<file path="config.mk">
export PLATFORM = sky130hd
export DESIGN_NAME = csr_file_flat
export DESIGN_NICKNAME = d
export VERILOG_FILES = /design/src/rtl/csr_pkg.sv /design/src/rtl/csr_file_if.sv /design/src/rtl/csr_counter.sv /design/src/rtl/csr_file.sv /design/src/flat_wrapper.sv
export SDC_FILE = /design/constraint.sdc
export NUM_CORES = 1
export LEC_CHECK = 0
export ABC_AREA = 1
export CORE_MARGIN = 3
export CORE_UTILIZATION = 61
export DETAILED_ROUTE_END_ITERATION = 12
export HOLD_SLACK_MARGIN = 0.02
export PLACE_DENSITY = 0.85
export SLEW_MARGIN = 15
export SYNTH_ARGS = -nofsm -noshare
export SYNTH_HDL_FRONTEND = slang
export SYNTH_SLANG_ARGS = --single-unit
</file>
<file path="constraint.sdc">
create_clock -name clk_i -period 5 [get_ports clk_i]
set_clock_uncertainty 0.15 [all_clocks]
set_input_delay 0.5 -clock clk_i [delete_from_list [all_inputs] [get_ports clk_i]]
set_output_delay 0.5 -clock clk_i [all_outputs]
set_load 0.1 [all_outputs]
</file>
<file path="src/rtl/csr_pkg.sv">
// csr_pkg -- shared definitions for the machine-mode CSR file.
//   CSR address constants, the CSR read-modify-write op encoding and the
//   bit positions of the optional mcountinhibit register.
package csr_pkg;

  localparam logic [11:0] CSR_MCYCLE        = 12'hB00;
  localparam logic [11:0] CSR_MCYCLEH       = 12'hB80;
  localparam logic [11:0] CSR_MINSTRET      = 12'hB02;
  localparam logic [11:0] CSR_MINSTRETH     = 12'hB82;
  localparam logic [11:0] CSR_CYCLE         = 12'hC00;
  localparam logic [11:0] CSR_CYCLEH        = 12'hC80;
  localparam logic [11:0] CSR_INSTRET       = 12'hC02;
  localparam logic [11:0] CSR_INSTRETH      = 12'hC82;
  localparam logic [11:0] CSR_MCOUNTINHIBIT = 12'h320;
  localparam logic [11:0] CSR_SCRATCH_BASE  = 12'h7C0;

  // Encodings match the csr_control field driven by the decoder.
  typedef enum logic [1:0] {
    CSR_PASS  = 2'b00,
    CSR_SET   = 2'b01,
    CSR_CLEAR = 2'b10,
    CSR_RSVD  = 2'b11
  } csr_op_t;

  localparam int MCI_CY = 0;
  localparam int MCI_IR = 2;

endpackage

</file>
<file path="src/rtl/csr_file_if.sv">
// csr_file_if -- execute-stage CSR access bus.
//   master (execute stage): drives csr_valid_i, stall_i, csr_control_i,
//     csr_addr_i, operand_a_i, src_is_zero_i; receives csr_rdata_o and
//     csr_illegal_o.
//   slave (csr_file): the reverse.
//   Signal suffixes are from the CSR file's point of view.
interface csr_file_if #(
  parameter int WIDTH = 32
) ();
  logic             csr_valid_i;
  logic             stall_i;
  logic [1:0]       csr_control_i;
  logic [11:0]      csr_addr_i;
  logic [WIDTH-1:0] operand_a_i;
  logic             src_is_zero_i;
  logic [WIDTH-1:0] csr_rdata_o;
  logic             csr_illegal_o;

  modport master (
    output csr_valid_i, stall_i, csr_control_i, csr_addr_i, operand_a_i,
           src_is_zero_i,
    input  csr_rdata_o, csr_illegal_o
  );

  modport slave (
    input  csr_valid_i, stall_i, csr_control_i, csr_addr_i, operand_a_i,
           src_is_zero_i,
    output csr_rdata_o, csr_illegal_o
  );
endinterface

</file>
<file path="src/rtl/csr_counter.sv">
// csr_counter -- free-running hardware counter with software write port.
//   clk_i, reset_n_i : clock, asynchronous active-low reset (count -> 0)
//   inc_i            : add one this cycle
//   wr_lo_i/wr_hi_i  : software write of the low/high WIDTH-bit half
//   wdata_i          : software write data
//   count_o          : current COUNTER_WIDTH-bit count
// COUNTER_WIDTH is WIDTH or 2*WIDTH; in the single-half form wr_hi_i is
// ignored. A software write always beats the increment of the half it
// targets, and the carry between halves is dropped whenever either half
// is written in that cycle.
module csr_counter #(
  parameter int WIDTH         = 32,
  parameter int COUNTER_WIDTH = 64
) (
  input  logic                     clk_i,
  input  logic                     reset_n_i,
  input  logic                     inc_i,
  input  logic                     wr_lo_i,
  input  logic                     wr_hi_i,
  input  logic [WIDTH-1:0]         wdata_i,
  output logic [COUNTER_WIDTH-1:0] count_o
);

  if (COUNTER_WIDTH == 2 * WIDTH) begin : g_split
    logic [WIDTH-1:0] lo_q, lo_d, hi_q, hi_d;
    logic             carry;

    always_comb begin
      carry = inc_i & (&lo_q);
      lo_d  = lo_q + {{(WIDTH-1){1'b0}}, inc_i};
      hi_d  = hi_q + {{(WIDTH-1){1'b0}}, carry};
      // Writing lo: hi holds, the wrap carry is lost.
      if (wr_lo_i) begin
        lo_d = wdata_i;
        hi_d = hi_q;
      end
      // Writing hi: lo still increments, its carry is overridden.
      if (wr_hi_i) begin
        hi_d = wdata_i;
      end
    end

    always_ff @(posedge clk_i or negedge reset_n_i) begin
      if (!reset_n_i) begin
        lo_q <= '0;
        hi_q <= '0;
      end else begin
        lo_q <= lo_d;
        hi_q <= hi_d;
      end
    end

    assign count_o = {hi_q, lo_q};
  end else begin : g_flat
    logic [COUNTER_WIDTH-1:0] cnt_q, cnt_d;
    logic                     unused_wr_hi;

    assign unused_wr_hi = wr_hi_i;

    always_comb begin
      cnt_d = cnt_q + {{(COUNTER_WIDTH-1){1'b0}}, inc_i};
      if (wr_lo_i) begin
        cnt_d = wdata_i;
      end
    end

    always_ff @(posedge clk_i or negedge reset_n_i) begin
      if (!reset_n_i) begin
        cnt_q <= '0;
      end else begin
        cnt_q <= cnt_d;
      end
    end

    assign count_o = cnt_q;
  end

endmodule

</file>
<file path="src/rtl/csr_file.sv">
// csr_file -- machine-mode CSR storage and read-modify-write unit.
//   clk_i, reset_n_i : clock, asynchronous active-low reset
//   instr_retired_i  : one instruction retired this cycle (minstret tick)
//   bus (slave)      : execute-stage CSR access; csr_rdata_o returns the
//                      pre-edge value combinationally, csr_illegal_o flags
//                      bad accesses, the modified value commits at the edge.
// Holds mcycle/minstret (with read-only cycle/instret aliases) and
// NUM_SCRATCH R/W scratch CSRs at 0x7C0 upward.
// Optional feature macro CSR_COUNTER_INHIBIT_EN adds mcountinhibit (0x320)
// with CY (bit 0) and IR (bit 2) freezing mcycle/minstret.
module csr_file
  import csr_pkg::*;
#(
  parameter int WIDTH         = 32,
  parameter int COUNTER_WIDTH = 64,
  parameter int NUM_SCRATCH   = 4
) (
  input  logic         clk_i,
  input  logic         reset_n_i,
  input  logic         instr_retired_i,
  csr_file_if.slave    bus
);

  localparam bit         HI_EN     = (COUNTER_WIDTH == 2 * WIDTH);
  localparam logic [4:0] NUM_SCR_W = 5'(NUM_SCRATCH);

  function automatic logic [WIDTH-1:0] csr_modify(input csr_op_t          op,
                                                  input logic [WIDTH-1:0] old_v,
                                                  input logic [WIDTH-1:0] a);
    case (op)
      CSR_SET:   return old_v | a;
      CSR_CLEAR: return old_v & ~a;
      default:   return a;
    endcase
  endfunction

  csr_op_t                  op;
  logic                     hit, ro, illegal, we;
  logic [WIDTH-1:0]         old_val, wdata;
  logic [COUNTER_WIDTH-1:0] mcycle_q, minstret_q;
  logic [2*WIDTH-1:0]       mcycle_ext, minstret_ext;
  logic                     cy_inc, ir_inc;
  logic                     scr_hit;
  logic [3:0]               scr_idx;
  logic [WIDTH-1:0]         scratch_rd [16];

  assign op = csr_op_t'(bus.csr_control_i);

  // Counters seen as two halves regardless of COUNTER_WIDTH; the high half
  // is only reachable when HI_EN.
  if (HI_EN) begin : g_ext_split
    assign mcycle_ext   = mcycle_q;
    assign minstret_ext = minstret_q;
  end else begin : g_ext_flat
    assign mcycle_ext   = {{WIDTH{1'b0}}, mcycle_q};
    assign minstret_ext = {{WIDTH{1'b0}}, minstret_q};
  end

  assign scr_idx = bus.csr_addr_i[3:0];
  assign scr_hit = (bus.csr_addr_i[11:4] == CSR_SCRATCH_BASE[11:4]) &&
                   ({1'b0, scr_idx} < NUM_SCR_W);

`ifdef CSR_COUNTER_INHIBIT_EN
  logic             cy_q, ir_q;
  logic [WIDTH-1:0] mci_rd;

  always_comb begin
    mci_rd         = '0;
    mci_rd[MCI_CY] = cy_q;
    mci_rd[MCI_IR] = ir_q;
  end

  // Registered, so a write only freezes counting from the following cycle.
  always_ff @(posedge clk_i or negedge reset_n_i) begin
    if (!reset_n_i) begin
      cy_q <= 1'b0;
      ir_q <= 1'b0;
    end else if (we && bus.csr_addr_i == CSR_MCOUNTINHIBIT) begin
      cy_q <= wdata[MCI_CY];
      ir_q <= wdata[MCI_IR];
    end
  end

  assign cy_inc = ~cy_q;
  assign ir_inc = instr_retired_i & ~ir_q;
`else
  assign cy_inc = 1'b1;
  assign ir_inc = instr_retired_i;
`endif

  // Address decode and old-value read
  always_comb begin
    hit     = 1'b0;
    ro      = 1'b0;
    old_val = '0;
    case (bus.csr_addr_i)
      CSR_MCYCLE:    begin hit = 1'b1;  old_val = mcycle_ext[WIDTH-1:0];           end
      CSR_MCYCLEH:   begin hit = HI_EN; old_val = mcycle_ext[2*WIDTH-1:WIDTH];     end
      CSR_MINSTRET:  begin hit = 1'b1;  old_val = minstret_ext[WIDTH-1:0];         end
      CSR_MINSTRETH: begin hit = HI_EN; old_val = minstret_ext[2*WIDTH-1:WIDTH];   end
      CSR_CYCLE:     begin hit = 1'b1;  ro = 1'b1; old_val = mcycle_ext[WIDTH-1:0];         end
      CSR_CYCLEH:    begin hit = HI_EN; ro = 1'b1; old_val = mcycle_ext[2*WIDTH-1:WIDTH];   end
      CSR_INSTRET:   begin hit = 1'b1;  ro = 1'b1; old_val = minstret_ext[WIDTH-1:0];       end
      CSR_INSTRETH:  begin hit = HI_EN; ro = 1'b1; old_val = minstret_ext[2*WIDTH-1:WIDTH]; end
`ifdef CSR_COUNTER_INHIBIT_EN
      CSR_MCOUNTINHIBIT: begin hit = 1'b1; old_val = mci_rd; end
`endif
      default: begin
        if (scr_hit) begin
          hit     = 1'b1;
          old_val = scratch_rd[scr_idx];
        end
      end
    endcase
  end

  // Read-only targets are legal only as a pure read (SET/CLEAR of zero).
  assign illegal = bus.csr_valid_i &
                   (~hit | (op == CSR_RSVD) |
                    (ro & ((op == CSR_PASS) | ~bus.src_is_zero_i)));

  assign we = bus.csr_valid_i & ~bus.stall_i & ~illegal &
              ~((op != CSR_PASS) & bus.src_is_zero_i);

  assign wdata             = csr_modify(op, old_val, bus.operand_a_i);
  assign bus.csr_rdata_o   = (bus.csr_valid_i & hit) ? old_val : '0;
  assign bus.csr_illegal_o = illegal;

  csr_counter #(
    .WIDTH         (WIDTH),
    .COUNTER_WIDTH (COUNTER_WIDTH)
  ) u_mcycle (
    .clk_i     (clk_i),
    .reset_n_i (reset_n_i),
    .inc_i     (cy_inc),
    .wr_lo_i   (we && bus.csr_addr_i == CSR_MCYCLE),
    .wr_hi_i   (we && bus.csr_addr_i == CSR_MCYCLEH),
    .wdata_i   (wdata),
    .count_o   (mcycle_q)
  );

  csr_counter #(
    .WIDTH         (WIDTH),
    .COUNTER_WIDTH (COUNTER_WIDTH)
  ) u_minstret (
    .clk_i     (clk_i),
    .reset_n_i (reset_n_i),
    .inc_i     (ir_inc),
    .wr_lo_i   (we && bus.csr_addr_i == CSR_MINSTRET),
    .wr_hi_i   (we && bus.csr_addr_i == CSR_MINSTRETH),
    .wdata_i   (wdata),
    .count_o   (minstret_q)
  );

  // Scratch CSRs: a fixed 16-entry read view, only NUM_SCRATCH backed by flops.
  for (genvar g = 0; g < 16; g++) begin : g_scr
    if (g < NUM_SCRATCH) begin : g_impl
      logic [WIDTH-1:0] scr_q;

      always_ff @(posedge clk_i or negedge reset_n_i) begin
        if (!reset_n_i) begin
          scr_q <= '0;
        end else if (we && scr_hit && scr_idx == 4'(g)) begin
          scr_q <= wdata;
        end
      end

      assign scratch_rd[g] = scr_q;
    end else begin : g_none
      assign scratch_rd[g] = '0;
    end
  end

endmodule

</file>
<file path="src/flat_wrapper.sv">
// flat-port wrapper written by rule: the top's interface ports become plain ports
module csr_file_flat import csr_pkg::*;
#(
  parameter int WIDTH         = 32,
  parameter int COUNTER_WIDTH = 64,
  parameter int NUM_SCRATCH   = 4
)
  (clk_i, reset_n_i, instr_retired_i, bus_csr_valid_i, bus_stall_i, bus_csr_control_i, bus_csr_addr_i, bus_operand_a_i, bus_src_is_zero_i, bus_csr_rdata_o, bus_csr_illegal_o);
  csr_file_if #(.WIDTH(WIDTH)) bus_i ();
  input  logic clk_i;
  input  logic reset_n_i;
  input  logic instr_retired_i;
  input wire logic [$bits(bus_i.csr_valid_i)-1:0] bus_csr_valid_i;
  input wire logic [$bits(bus_i.stall_i)-1:0] bus_stall_i;
  input wire logic [$bits(bus_i.csr_control_i)-1:0] bus_csr_control_i;
  input wire logic [$bits(bus_i.csr_addr_i)-1:0] bus_csr_addr_i;
  input wire logic [$bits(bus_i.operand_a_i)-1:0] bus_operand_a_i;
  input wire logic [$bits(bus_i.src_is_zero_i)-1:0] bus_src_is_zero_i;
  output wire logic [$bits(bus_i.csr_rdata_o)-1:0] bus_csr_rdata_o;
  output wire logic [$bits(bus_i.csr_illegal_o)-1:0] bus_csr_illegal_o;
  assign bus_i.csr_valid_i = bus_csr_valid_i;
  assign bus_i.stall_i = bus_stall_i;
  assign bus_i.csr_control_i = bus_csr_control_i;
  assign bus_i.csr_addr_i = bus_csr_addr_i;
  assign bus_i.operand_a_i = bus_operand_a_i;
  assign bus_i.src_is_zero_i = bus_src_is_zero_i;
  assign bus_csr_rdata_o = bus_i.csr_rdata_o;
  assign bus_csr_illegal_o = bus_i.csr_illegal_o;
  csr_file #(.WIDTH(WIDTH), .COUNTER_WIDTH(COUNTER_WIDTH), .NUM_SCRATCH(NUM_SCRATCH)) u_core (.clk_i(clk_i), .reset_n_i(reset_n_i), .instr_retired_i(instr_retired_i), .bus(bus_i));
endmodule
</file>
==> results.txt <==
----------------------------------------------------
[Clocking]
  Clock slew at the register clock pins of the worst setup and hold paths ... 70 ps
  Clock network latency to the later pin of the worst-skew pair ... 550 ps
  Htree depth ... 1
  CTS tree ... done
  Sinks on Clock Net ... 256
  Cell at the root of the clock tree ... clkbuf_16
  CTS Buf Count ... 28
  Deepest clock path buffer count ... 3

[STA]
  Sum Neg Setup Slack ... 0 ps
  Max-slew violation total from the final report ... 0
  Maximum clock frequency ... 0.219 GHz
  Final-report hold violation count ... 0
  Final setup violating endpoints ... 0
  Unrepaired setup endpoints after global routing ... no
  Ratio of final minimum period to clock period ... 91.4%
  Worst slew slack as a fraction of its limit ... 28.1%
  Worst slew pin tran ... 1080 ps
  Final hold slack ... 340 ps
  Clock period minus final worst setup slack ... 4570 ps

[Floorplanning]
  Vert. Die Dim ... 170 um
  Die X ... 170 um
  Effective utilization at floorplan ... 62.4%
  Standard-cell rows ... 59
  Placeable core region ... 26,200 um2
  Die Area ... 28,800 um2
  # IOs ... 85

[Power and ir drop]
  P per Cell Area ... 259 nW/um2
  Maximum vdd drop ... 0.354 mV
  Leakage power of the design ... 10.0 nW

[Drt]
  Post-route ant nets ... 0
  Number of DRC violations after detailed-routing iteration 0 ... 2,081
  Post-detailed-route via-to-cell ratio ... 5.95
  Number of search-and-repair iterations in the first detailed-routing pass ... 7
  Routed WL ... 55.5 mm
  Via total after detailed routing ... 17,032
  Average wire per standard cell ... 19.4 um
  Number of DRC violations after detailed routing ... 0

[Cells and area]
  Diodes inserted ... 0
  Share of final-layout standard cells stronger than drive strength 1 ... 5.74%
  Final net count ... 2,569
  Non-Filler Cell Area, Final ... 18,700 um2
  Commonest cells after routing, fill and taps aside ... nand2_1 (833), inv_1 (304), nor2_1 (291)
  Final cell count without fillers ... 2,863
  Number of inserted filler cells in the final layout ... 2,192
  Layout overhead on the synthesized area ... 14.5%
  Leading cell type in the layout, fill and taps excluded ... nand2_1

[Worst setup path]
  Register-to-register setup slack ... 430 ps
  Endpoint type of the worst setup path ... flip-flop
  Biggest cell delay along the critical path ... 380 ps
  Max FO, Critical Path ... 5
  Setup CP Type ... flip-flop to flip-flop
  Cell mode on critical path ... nand2_1
  Worst Setup SP ... u_core.u_mcycle.g_split.lo_q[0]
  Critical-path top delay cell ... dfrtp_1
  Worst Path Arrival ... 4860 ps
  Startpoint of the worst register-to-register path ... u_core.u_mcycle.g_split.lo_q[0]
  Startpoint types ... flip-flop
  Required time at the worst-slack endpoint ... 5280 ps
  RR Endpoint ... u_core.u_mcycle.g_split.hi_q[22]
  Depth of the worst register-to-register path ... 26

[Min path]
  Worst hold path stage count ... 2
  Class of the worst hold path ... flip-flop to flip-flop
  Worst min-delay path startpoint ... u_core.u_mcycle.g_split.hi_q[31]
  End of the worst hold path ... u_core.u_mcycle.g_split.hi_q[31]

[GRT]
  Pin count of the biggest net entering global routing ... 129
  Total routing usage reported by global routing ... 38.2%
  Total gr overflow ... 0
  Number of global-route vias before repair ... 15,948
  Initial antenna violation count ... 1
  Global-route wire length before repair ... 86.6 mm

[Place]
  Routability-driven placement congestion ratio ... 1.03
  Final HPWL from detailed placement ... 38.1 mm
  Count of input and output buffers ... 84
  Count of placed standard cells including taps ... 2,810
  Standard cell area after detailed placement ... 17,700 um2

[Logic synthesis]
  Number of instances in the synthesized netlist ... 2,465
  Synth warnings ... 0
  Sequential fraction of the synthesis area ... 39.2%
  Cells taking the most area after synthesis ... dfrtp_1 (39%), nand2_1 (19%), inv_1 (7.0%)
  Post-synthesis sequential element count ... 256
  Count of unique library cells instantiated by Yosys ... 36
  Top cell type's share of synthesized area ... 39.2%
  Top cell type by total area after synthesis ... dfrtp_1
  Post-Synthesis Net Count ... 2,528
  Mean instance size in the synthesized netlist ... 6.63 um2
  Area of the mapped netlist ... 16,400 um2

[Run]
  Max-cap check violation count ... 0

[Outcome]
  Run status ... complete, no violations

----------------------------------------------------
-- routing by layer --
metal / vias up / GRT usage (%) / wire length [um]
met5: - / 0 / 0
met4: 0 / 18.3 / 2950
met3: 173 / 7.08 / 6340
met2: 1093 / 58.3 / 24300
met1: 7964 / 53.0 / 22000
li1: 7802 / - / -
-- cell usage after synthesis (all sizes together) --
| master | number |
|---|---|
| or2 | 1 |
| dfrtp | 256 |
| and2 | 1 |
| o21ai | 242 |
| a31oi | 1 |
| nor2 | 308 |
| a21oi | 2 |
| clkbuf | 40 |
| o21bai | 1 |
| ha | 11 |
| nor3 | 47 |
| nand2 | 839 |
| xnor2 | 2 |
| nand3 | 159 |
| nor3b | 2 |
| nor4 | 13 |
| buf | 58 |
| nand4 | 52 |
| o22ai | 1 |
| xor2 | 95 |
| inv | 309 |
| a22oi | 24 |
| nand3b | 1 |
-- timing repair --
item                                    4_1_cts  5_1_grt
gates resized for setup                       0        1
setup buffers                                 0        0
endpoints found under the setup margin        0        2
endpoints found under the hold margin       126        0
hold buffers                                  1        0
-- through the flow --
step | util [%] | total power [mW] | worst slack, ps
floorplan | - | 2.39 | 1300
global placement | 67.5 | 2.59 | 749
detailed placement | 67.5 | 2.60 | 458
CTS | 71.4 | 4.83 | 400
global route | 71.5 | 4.97 | 82.2
finish | 71.5 | 4.85 | 428
-- kinds of logic (layout without fill, tap and decap cells) --
group	Yosys count	count (layout)	share of synthesized area, %
buffers and inverters	407	470	9.77
flip-flops	256	256	39.2
adder cells (fa/ha/maj)	11	11	0.842
AO/OA/AOI/OAI	271	271	8.78
XOR/XNOR	97	97	5.20
AND/OR/NAND/NOR	1423	1423	36.2
-- how the worst max path moves through the flow --
stage	end	cells past startpoint	slack (ps)
global placement	u_core.u_mcycle.g_split.hi_q[22]	26	750
finish	u_core.u_mcycle.g_split.hi_q[22]	26	430
global route	u_core.u_mcycle.g_split.hi_q[22]	26	80
detailed placement	u_core.u_mcycle.g_split.hi_q[22]	26	460
CTS	u_core.u_mcycle.g_split.hi_q[22]	26	400
floorplan	u_core.u_mcycle.g_split.hi_q[26]	26	1300
-- power breakdown --
| group | internal, mW | switching [mW] | total [mW] |
|---|---|---|---|
| combinational | 0.115 | 0.312 | 0.426 |
| sequential | 2.11 | 0.0453 | 2.15 |
| clock | 1.37 | 0.896 | 2.27 |
-- final cells by class --
| type | instances | area, um2 | area share (%) |
|---|---|---|---|
| Clock buffer | 41 | 841 | 4.49 |
| Clock inverter | 11 | 170 | 0.909 |
| Inverter | 309 | 1160 | 6.19 |
| Multi-Input combinational cell | 1802 | 8360 | 44.7 |
| Sequential cell | 256 | 6410 | 34.2 |
| Tap cell | 335 | 419 | 2.24 |
| Timing Repair Buffer | 109 | 1370 | 7.30 |
-- sequential cells by signal (all words and copies together) (netlist names) --
signal,flops
u_core.u_minstret.g_split.hi_q,32
u_core.u_mcycle.g_split.hi_q,32
u_core.g_scr.g_impl.scr_q,128
u_core.u_minstret.g_split.lo_q,32
u_core.u_mcycle.g_split.lo_q,32
-- critical path: cells and delay by family, from the launching register on --
| family | cells | cell delay [ps] |
|---|---|---|
| flip-flops | 1 | 380 |
| XOR/XNOR | 1 | 150 |
| buffers and inverters | 4 | 410 |
| adder cells (fa/ha/maj) | 3 | 660 |
| AND/OR/NAND/NOR | 18 | 2730 |
Note: power is estimated with default switching activity, not from simulation.
